## src/rtl/chunked_addsub.sv

```systemverilog
// Multi-cycle adder/subtractor: adds a DATA_W-bit operand pair CHUNK_W bits per
// cycle, LSB chunk first, carrying between chunks through one registered bit.
module chunked_addsub #(
  parameter int DATA_W  = 64,
  parameter int CHUNK_W = 16
) (
  input  logic              clk_i,
  input  logic              rst_i,
  input  logic              valid_i,
  output logic              ready_o,
  input  logic [DATA_W-1:0] a_i,
  input  logic [DATA_W-1:0] b_i,
  input  logic              sub_i,
  input  logic              carry_i,
  output logic              valid_o,
  input  logic              ready_i,
  output logic [DATA_W-1:0] sum_o,
  output logic              carry_o,
  output logic              overflow_o,
  output logic [1:0]        dbg_state_o
);

  localparam int NUM_CHUNKS = DATA_W / CHUNK_W;
  localparam int IDX_W      = (NUM_CHUNKS > 1) ? $clog2(NUM_CHUNKS) : 1;

  // Handshakes: a transfer happens on a rising edge where valid and ready are
  // both high; valid_o and its data stay stable until ready_i is seen.
  typedef enum logic [1:0] {
    S_IDLE = 2'd0,
    S_CALC = 2'd1,
    S_DONE = 2'd2
  } state_t;

  state_t             r_state;
  state_t             w_state_next;
  logic [DATA_W-1:0]  r_a;
  logic [DATA_W-1:0]  r_b;
  logic [DATA_W-1:0]  r_acc;
  logic [DATA_W-1:0]  r_sum;
  logic               r_sub;
  logic               r_carry;
  logic               r_cout;
  logic               r_ovf;
  logic [IDX_W-1:0]   r_idx;

  logic [CHUNK_W-1:0] w_a_chunk;
  logic [CHUNK_W-1:0] w_b_chunk;
  logic [CHUNK_W:0]   w_chunk_sum;
  logic [DATA_W-1:0]  w_acc_next;
  logic               w_accept;
  logic               w_last;

  assign w_last = (r_idx == IDX_W'(NUM_CHUNKS - 1));

  always_comb begin
    w_state_next = r_state;
    w_accept     = 1'b0;
    case (r_state)
      S_IDLE: begin
        if (valid_i) begin
          w_accept     = 1'b1;
          w_state_next = S_CALC;
        end
      end
      S_CALC: begin
        if (w_last) w_state_next = S_DONE;
      end
      S_DONE: begin
        if (ready_i) w_state_next = S_IDLE;
      end
      default: w_state_next = S_IDLE;
    endcase
  end

  // Chunk select and write-back as explicit muxes over the chunk index.
  always_comb begin
    w_a_chunk  = '0;
    w_b_chunk  = '0;
    w_acc_next = r_acc;
    for (int k = 0; k < NUM_CHUNKS; k++) begin
      if (r_idx == IDX_W'(k)) begin
        w_a_chunk = r_a[k*CHUNK_W +: CHUNK_W];
        w_b_chunk = r_b[k*CHUNK_W +: CHUNK_W];
      end
    end
    w_chunk_sum = {1'b0, w_a_chunk} + {1'b0, w_b_chunk} + {{CHUNK_W{1'b0}}, r_carry};
    for (int k = 0; k < NUM_CHUNKS; k++) begin
      if (r_idx == IDX_W'(k)) w_acc_next[k*CHUNK_W +: CHUNK_W] = w_chunk_sum[CHUNK_W-1:0];
    end
  end

  always_ff @(posedge clk_i or posedge rst_i) begin
    if (rst_i) begin
      r_state <= S_IDLE;
      r_a     <= '0;
      r_b     <= '0;
      r_acc   <= '0;
      r_sum   <= '0;
      r_sub   <= 1'b0;
      r_carry <= 1'b0;
      r_cout  <= 1'b0;
      r_ovf   <= 1'b0;
      r_idx   <= '0;
    end else begin
      r_state <= w_state_next;
      if (w_accept) begin
        // Subtraction is A + ~B + ~borrow; the borrow-out is the inverted carry.
        r_a     <= a_i;
        r_b     <= sub_i ? ~b_i : b_i;
        r_sub   <= sub_i;
        r_carry <= sub_i ? ~carry_i : carry_i;
        r_idx   <= '0;
      end else if (r_state == S_CALC) begin
        r_acc   <= w_acc_next;
        r_carry <= w_chunk_sum[CHUNK_W];
        r_idx   <= r_idx + IDX_W'(1);
        // Published outputs only change once the full result is known.
        if (w_last) begin
          r_sum  <= w_acc_next;
          r_cout <= r_sub ^ w_chunk_sum[CHUNK_W];
          r_ovf  <= (r_a[DATA_W-1] == r_b[DATA_W-1]) && (w_acc_next[DATA_W-1] != r_a[DATA_W-1]);
        end
      end
    end
  end

  assign ready_o     = (r_state == S_IDLE);
  assign valid_o     = (r_state == S_DONE);
  assign sum_o       = r_sum;
  assign carry_o     = r_cout;
  assign overflow_o  = r_ovf;
  assign dbg_state_o = r_state;

endmodule

```

## config.mk

```make
export PLATFORM = sky130hd
export DESIGN_NAME = chunked_addsub
export DESIGN_NICKNAME = d
export VERILOG_FILES = /design/src/rtl/chunked_addsub.sv
export SDC_FILE = /design/constraint.sdc
export NUM_CORES = 1
export LEC_CHECK = 0
export CAP_MARGIN = 10
export CORE_MARGIN = 10
export CORE_UTILIZATION = 53
export CTS_BUF_LIST = sky130_fd_sc_hd__clkbuf_16
export CTS_CLUSTER_SIZE = 25
export DETAILED_ROUTE_END_ITERATION = 6
export GPL_ROUTABILITY_DRIVEN = 0
export PLACE_DENSITY = 0.82
export SYNTH_ARGS = -nofsm -noshare
export SYNTH_HDL_FRONTEND = slang
export SYNTH_SLANG_ARGS = --single-unit
export TNS_END_PERCENT = 50
```

## constraint.sdc

```tcl
create_clock -name clk_i -period 11.9 [get_ports clk_i]
set_input_delay 2.38 -clock clk_i [delete_from_list [all_inputs] [get_ports clk_i]]
set_output_delay 2.38 -clock clk_i [all_outputs]
set_load 0.01 [all_outputs]
```

==> flow_summary.json, run 1 <==
{
  "synth.top_cells.by_area": "dfrtp_1 52%, a21oi_1 6.7%, mux2_2 6.2%",
  "ir_drop_mv": 0.197,
  "cp.arrival_ns": 5.45,
  "antenna_found_initial": 0,
  "die_w_microns": 171,
  "start_util": 0.535,
  "cp-end-kind": "register",
  "regArea_sq_um": 6210,
  "syn_nets": 1417,
  "drive_above_1_share": 0.0865,
  "leakage_nw": 6.32,
  "multi_input_area_sq_um": 5440,
  "worst-r2r-cell-count": 19,
  "totalWireLength_mm": 33.0,
  "areaGrowthSynthToFinish_pct": 24.3,
  "ys.flop_type": "dfrtp_1",
  "maxSlewHeadroom": 0.237,
  "stdcell_count": 1707,
  "holdPathStages": 2,
  "ctsResizeCount": 0,
  "postCtsSetupBuffers": 0,
  "core_sq_um": 22400,
  "max_freq_ghz": 0.196,
  "fillerInstances": 1750,
  "postSynthCellCount": 1262,
  "cp_max_fo": 32,
  "synth_common_cells": "248 x dfrtp_1, 178 x nand2_1, 160 x a21oi_1",
  "dieArea_sq_um": 29100,
  "cap_viol_max_count": 0,
  "grt_usage": 0.223,
  "timing.final.ws_setup_ns": 6.80,
  "io_buffers": 203,
  "grt-ovfl-total": 0,
  "ys_warn_count": 0,
  "vias": 9626,
  "postRouteAntennaNets": 0,
  "vias_per_cell": 5.64,
  "die_h_microns": 171,
  "drc": 0,
  "cp-start-kind": "register",
  "utilization": 0.665,
  "power.total_mw": 5.28,
  "num_rows": 55,
  "drt_iter0_drc": 1037,
  "status": "finished, final reports clean",
  "skew_ns": 0.00985,
  "placed_cell_area_sq_um": 14100,
  "ioPinCount": 204,
  "criticalPathCategory": "register to register",
  "min_period_over_period": 0.429,
  "rsz0062_at_grt": "false",
  "fin_area_sq_um": 14900,
  "crit_required_ns": 12.25,
  "yosysUniqueCellTypes": 46,
  "clk_latency_ns": 0.52,
  "place_ws_ns": 6.66,
  "postCtsHoldBufs": 0,
  "synthArstFlopShare": 1.00,
  "cts-root-buf": "clkbuf_16",
  "period_needed_ns": 5.10,
  "drtPass1Iterations": 5,
  "grt_pass1_vias": 9665,
  "cts_made_buffers": 25,
  "avgRoutedWirePerCell_microns": 19.3,
  "holdWs_ns": 0.476,
  "hp-class": "register to register",
  "worst_pin_slew_ns": 1.14,
  "synth.top_cell.area_share": 0.517,
  "final-setup-viol-count": 0,
  "synth-seq-area-share": 0.517,
  "grt_max_degree": 117,
  "dp_hpwl_mm": 23.4,
  "antenna_cells": 0,
  "synth_most_common_cell": "dfrtp_1",
  "tritoncts": "built",
  "synth_edf_count": 0,
  "num-nets-final": 1559,
  "clockBufferDepth": 3,
  "postSynthAreaPerCell_sq_um": 9.51,
  "report.final.slew_viol_count": 0,
  "place_inst": 1662,
  "p_per_area_nw_per_um2": 354,
  "syn_area_sq_um": 12000,
  "htree_levels": 1,
  "cts.sinks": 248,
  "yosysTopAreaCell": "dfrtp_1",
  "clkTransAtPathRegs_ns": 0.06,
  "setup_tns_ns": 0,
  "synth-seq-cells": 248,
  "hold_viol_final": 0,
  "grt_pass1_wl_mm": 51.8
}
-- worst paths after layout --
path                        endpoint       from  slack, ns
hold / removal             sum_o[57]  sum_o[57]       0.48
setup reg to reg           r_acc[46]   r_idx[0]       6.80
setup / recovery           r_acc[46]   r_idx[0]       6.80
hold reg to reg            sum_o[57]  sum_o[57]       0.48
max in group asynchronous    r_a[56]      rst_i       8.04
min in group asynchronous  sum_o[31]      rst_i       2.39
-- placed cells by master (no fill, tap or decap), types with 3 or more instances in the layout --
cell type,netlist,layout
mux2i_1,23,23
nor2b_1,7,7
nor3b_1,10,10
nand2b_1,4,4
clkinv_1,0,5
o21a_1,4,4
or3_1,3,3
clkinv_2,0,6
a211oi_1,6,6
bufinv_16,0,4
nor2_1,155,155
buf_4,0,7
a21o_1,14,14
clkbuf_16,0,25
ha_1,19,15
nand2_1,178,177
dfrtp_1,248,248
mux2_2,66,66
inv_1,8,12
xor2_1,9,9
a31oi_1,9,9
a21oi_1,160,160
xnor2_1,72,72
o21ai_0,144,144
clkdlybuf4s50_1,0,202
-- routing by layer --
layer / track usage / part of all wire / routed length, microns
met1: 0.290 / 0.41 / 13600
met2: 0.365 / 0.48 / 15800
met3: 0.0505 / 0.080 / 2620
met4: 0.0664 / 0.026 / 842
met5: 0 / 0 / 0
-- state kept, by name, indices dropped and copies added, names as in the netlist --
signal / cells
carry_o: 1
dbg_state_o: 2
r_idx: 2
r_acc: 48
r_carry: 1
overflow_o: 1
r_b: 64
r_a: 64
r_sub: 1
sum_o: 64
-- kinds of logic after synthesis --
logic type | Yosys count | share of synthesized area
compound gates | 353 | 0.161
simple gates | 366 | 0.122
fa+ha+maj | 21 | 0.0231
mux | 89 | 0.0811
xor+xnor | 83 | 0.0618
buf+inv | 102 | 0.0332
flops | 248 | 0.517
-- worst max-delay path, cell delays in order, from the launching register on --
cell,delay (ns)
dfrtp_1,0.45
inv_1,0.15
ha_2,0.58
buf_4,0.45
nand2_1,0.10
nor2_1,0.11
a21oi_1,0.06
nor2_1,0.12
a21oi_1,0.05
nor2_1,0.11
a21oi_1,0.07
fa_1,0.46
fa_1,0.48
and2b_1,0.26
o211ai_2,0.13
a21boi_2,0.26
a41oi_4,0.20
a21o_1,0.28
a221oi_4,0.44
o21ai_0,0.17
-- layout make-up --
type | count | area share
flip-flops and latches | 248 | 0.416
multi-input cells | 912 | 0.364
repair buffers | 209 | 0.139
clock buffers | 25 | 0.0419
well taps | 285 | 0.0239
clock inverters | 20 | 0.0126
inverters | 8 | 0.00251
-- report_power, final --
| group | internal [mW] | switching [mW] |
|---|---|---|
| Combinational | 1.14 | 1.86 |
| Sequential | 1.26 | 0.240 |
| Clock | 0.467 | 0.322 |
Power figures use the tool's default switching activity.
==> run 2, diff against run 1 <==
- CORE_UTILIZATION: 53 -> 48
- PLACE_DENSITY: 0.82 -> 0.78
- clock period: 11.9 -> 4.2 ns (I/O delays scaled with it)
==> run 2 against run 1 <==
  * Setup slack got worse by 6.6 ns
  * First-iteration DRC count down 8.4%
  * Die area rose by 9.2%
  * Via count up 0.76%
  * Sequential share of layout area down 0.80 points
  * Fmax increased by 29%
  * Highest routed layer unchanged
  * Utilization fell by 4.3 points
  * Combinational power grew to 2.9 times the previous value
  * Global-route usage down 1.6 points
  * Final cell count increased by 3.4%
  * Sequential cell count is the same
  * Non-clock buffer count increased by 16
==> flow_summary.json, run 2 (synthesized netlist as in run 1, its figures left out) <==
{
  "period_needed_ns": 3.96,
  "hp-class": "register to register",
  "clockBufferDepth": 3,
  "ctsResizeCount": 0,
  "cp_max_fo": 7,
  "drc": 0,
  "avgRoutedWirePerCell_microns": 18.9,
  "hp-start": "r_acc[8]",
  "rsz0062_at_grt": "true",
  "timing.final.ws_setup_ns": 0.239,
  "cp-end-kind": "register",
  "grt_pass1_vias": 9669,
  "cts_made_buffers": 26,
  "core_sq_um": 24500,
  "num-nets-final": 1576,
  "io_buffers": 203,
  "hold_viol_final": 0,
  "power.total_mw": 15.4,
  "internal-power_mw": 8.32,
  "vias": 9699,
  "die_h_microns": 178,
  "grt_max_degree": 117,
  "vias_per_cell": 5.50,
  "seqPwrFrac": 0.278,
  "switching_share": 0.459,
  "postRouteAntennaNets": 0,
  "report.final.slew_viol_count": 0,
  "holdWs_ns": 0.474,
  "min_period_over_period": 0.943,
  "holdPathStages": 2,
  "drtPass1Iterations": 6,
  "ir_drop_mv": 0.586,
  "max_freq_ghz": 0.252,
  "postCtsSetupBuffers": 0,
  "p_comb_frac": 0.574,
  "dp_hpwl_mm": 24.2,
  "dieArea_sq_um": 31700,
  "die_w_microns": 178,
  "worst-r2r-cell-count": 18,
  "grt_usage": 0.207,
  "tritoncts": "built",
  "areaGrowthSynthToFinish_pct": 26.8,
  "drive_above_1_share": 0.102,
  "clkTransAtPathRegs_ns": 0.06,
  "setup_tns_ns": 0,
  "status": "finished, final reports clean",
  "totalWireLength_mm": 33.4,
  "r2r-end": "r_acc[14]",
  "cp-start-kind": "register",
  "worstHoldEndpoint": "r_acc[8]",
  "rr_startpoint": "r_idx[0]",
  "cts.sinks": 248,
  "ioPinCount": 204,
  "final_cell_mix": "246 x dfrtp_1, 202 x clkdlybuf4s50_1, 177 x nand2_1",
  "pwr-share-clk": 0.148,
  "cts-root-buf": "clkbuf_16",
  "htree_levels": 1,
  "criticalPathCategory": "register to register",
  "clk_latency_ns": 0.54,
  "num_rows": 57,
  "maxSlewHeadroom": 0.298,
  "place_ws_ns": 0.198,
  "crit_required_ns": 4.56,
  "antenna_found_initial": 1,
  "layout_commonest_cell": "dfrtp_1",
  "p_switching_mw": 7.05,
  "p_per_area_nw_per_um2": 1010,
  "cap_viol_max_count": 0,
  "leakage_nw": 6.43,
  "worst_pin_slew_ns": 1.05,
  "drt_iter0_drc": 950,
  "ff2ff_setup_slack_ns": 0.24,
  "skew_ns": 0.0168,
  "final-setup-viol-count": 0,
  "cp.arrival_ns": 4.33,
  "postCtsHoldBufs": 0,
  "start_util": 0.491,
  "grt-ovfl-total": 0,
  "grt_pass1_wl_mm": 52.5
}
## run 2: changes by cell type in the layout (fill, tap and decap cells not counted), sizes merged
cell      previous run  this run
inv                 13        11
buf                  7        23
clkbuf              25        27
clkinvlp             0         1
diode                0         3
bufinv               4         3
## run 2: metrics by stage
step                      std cells  area [sq um]   util
after floorplan                1262         12000      -
after global placement         1717         14400  0.587
after detailed placement       1717         14400  0.587
after CTS                      1762         15200  0.622
after global routing           1763         15200  0.622
final                          1765         15200  0.622
## run 2: how the worst max path moves through the flow
| stage | start | end | cells after the start |
|---|---|---|---|
| after floorplan | rst_i | carry_o | 1 |
| after global placement | r_idx[0] | r_acc[46] | 18 |
| after detailed placement | r_idx[0] | r_acc[30] | 18 |
| after CTS | r_idx[0] | r_acc[30] | 18 |
| after global routing | r_idx[0] | r_acc[46] | 18 |
| final | r_idx[0] | r_acc[14] | 18 |
## run 2: power groups by stage
| stage | logic (mW) | clock network [mW] | registers, mW |
|---|---|---|---|
| floorplan | 5.60 | 0 | 4.19 |
| global placement | 8.35 | 0 | 4.23 |
| detailed placement | 8.62 | 0 | 4.28 |
| CTS | 8.69 | 2.30 | 4.25 |
| global route | 9.63 | 2.40 | 4.38 |
| finish | 8.82 | 2.28 | 4.27 |
## run 2: routing by layer
metal  part of all wire  global-route usage  wire length [microns]
met1               0.41               0.262                  13800
met5                  0                   0                      0
met2               0.48               0.348                  16000
met3              0.080              0.0480                   2680
met4              0.027              0.0542                    901
## run 2: cell type report
| cell class | count | area [sq um] |
|---|---|---|
| Antenna cell | 3 | 7.51 |
| Clock buffer | 27 | 676 |
| Clock inverter | 18 | 160 |
| Fill cell | 1979 | 9240 |
| Inverter | 8 | 33.8 |
| Multi-Input combinational cell | 912 | 5450 |
| Sequential cell | 248 | 6210 |
| Tap cell | 324 | 405 |
| Timing Repair Buffer | 225 | 2290 |
## run 2: critical path, stage by stage (launching register included)
cell and delay [ns]:
dfrtp_2 0.45, inv_2 0.10, ha_2 0.23, nand2_1 0.07, nor2_1 0.12, a21oi_1 0.06, nor2_1 0.09, a21oi_1 0.05
nor2_1 0.10, a21oi_1 0.06, fa_1 0.42, fa_2 0.41, and2b_1 0.24, o211ai_2 0.10, a21boi_2 0.26, a41oi_4 0.19
a21o_4 0.28, a221oi_4 0.41, o21ai_0 0.14
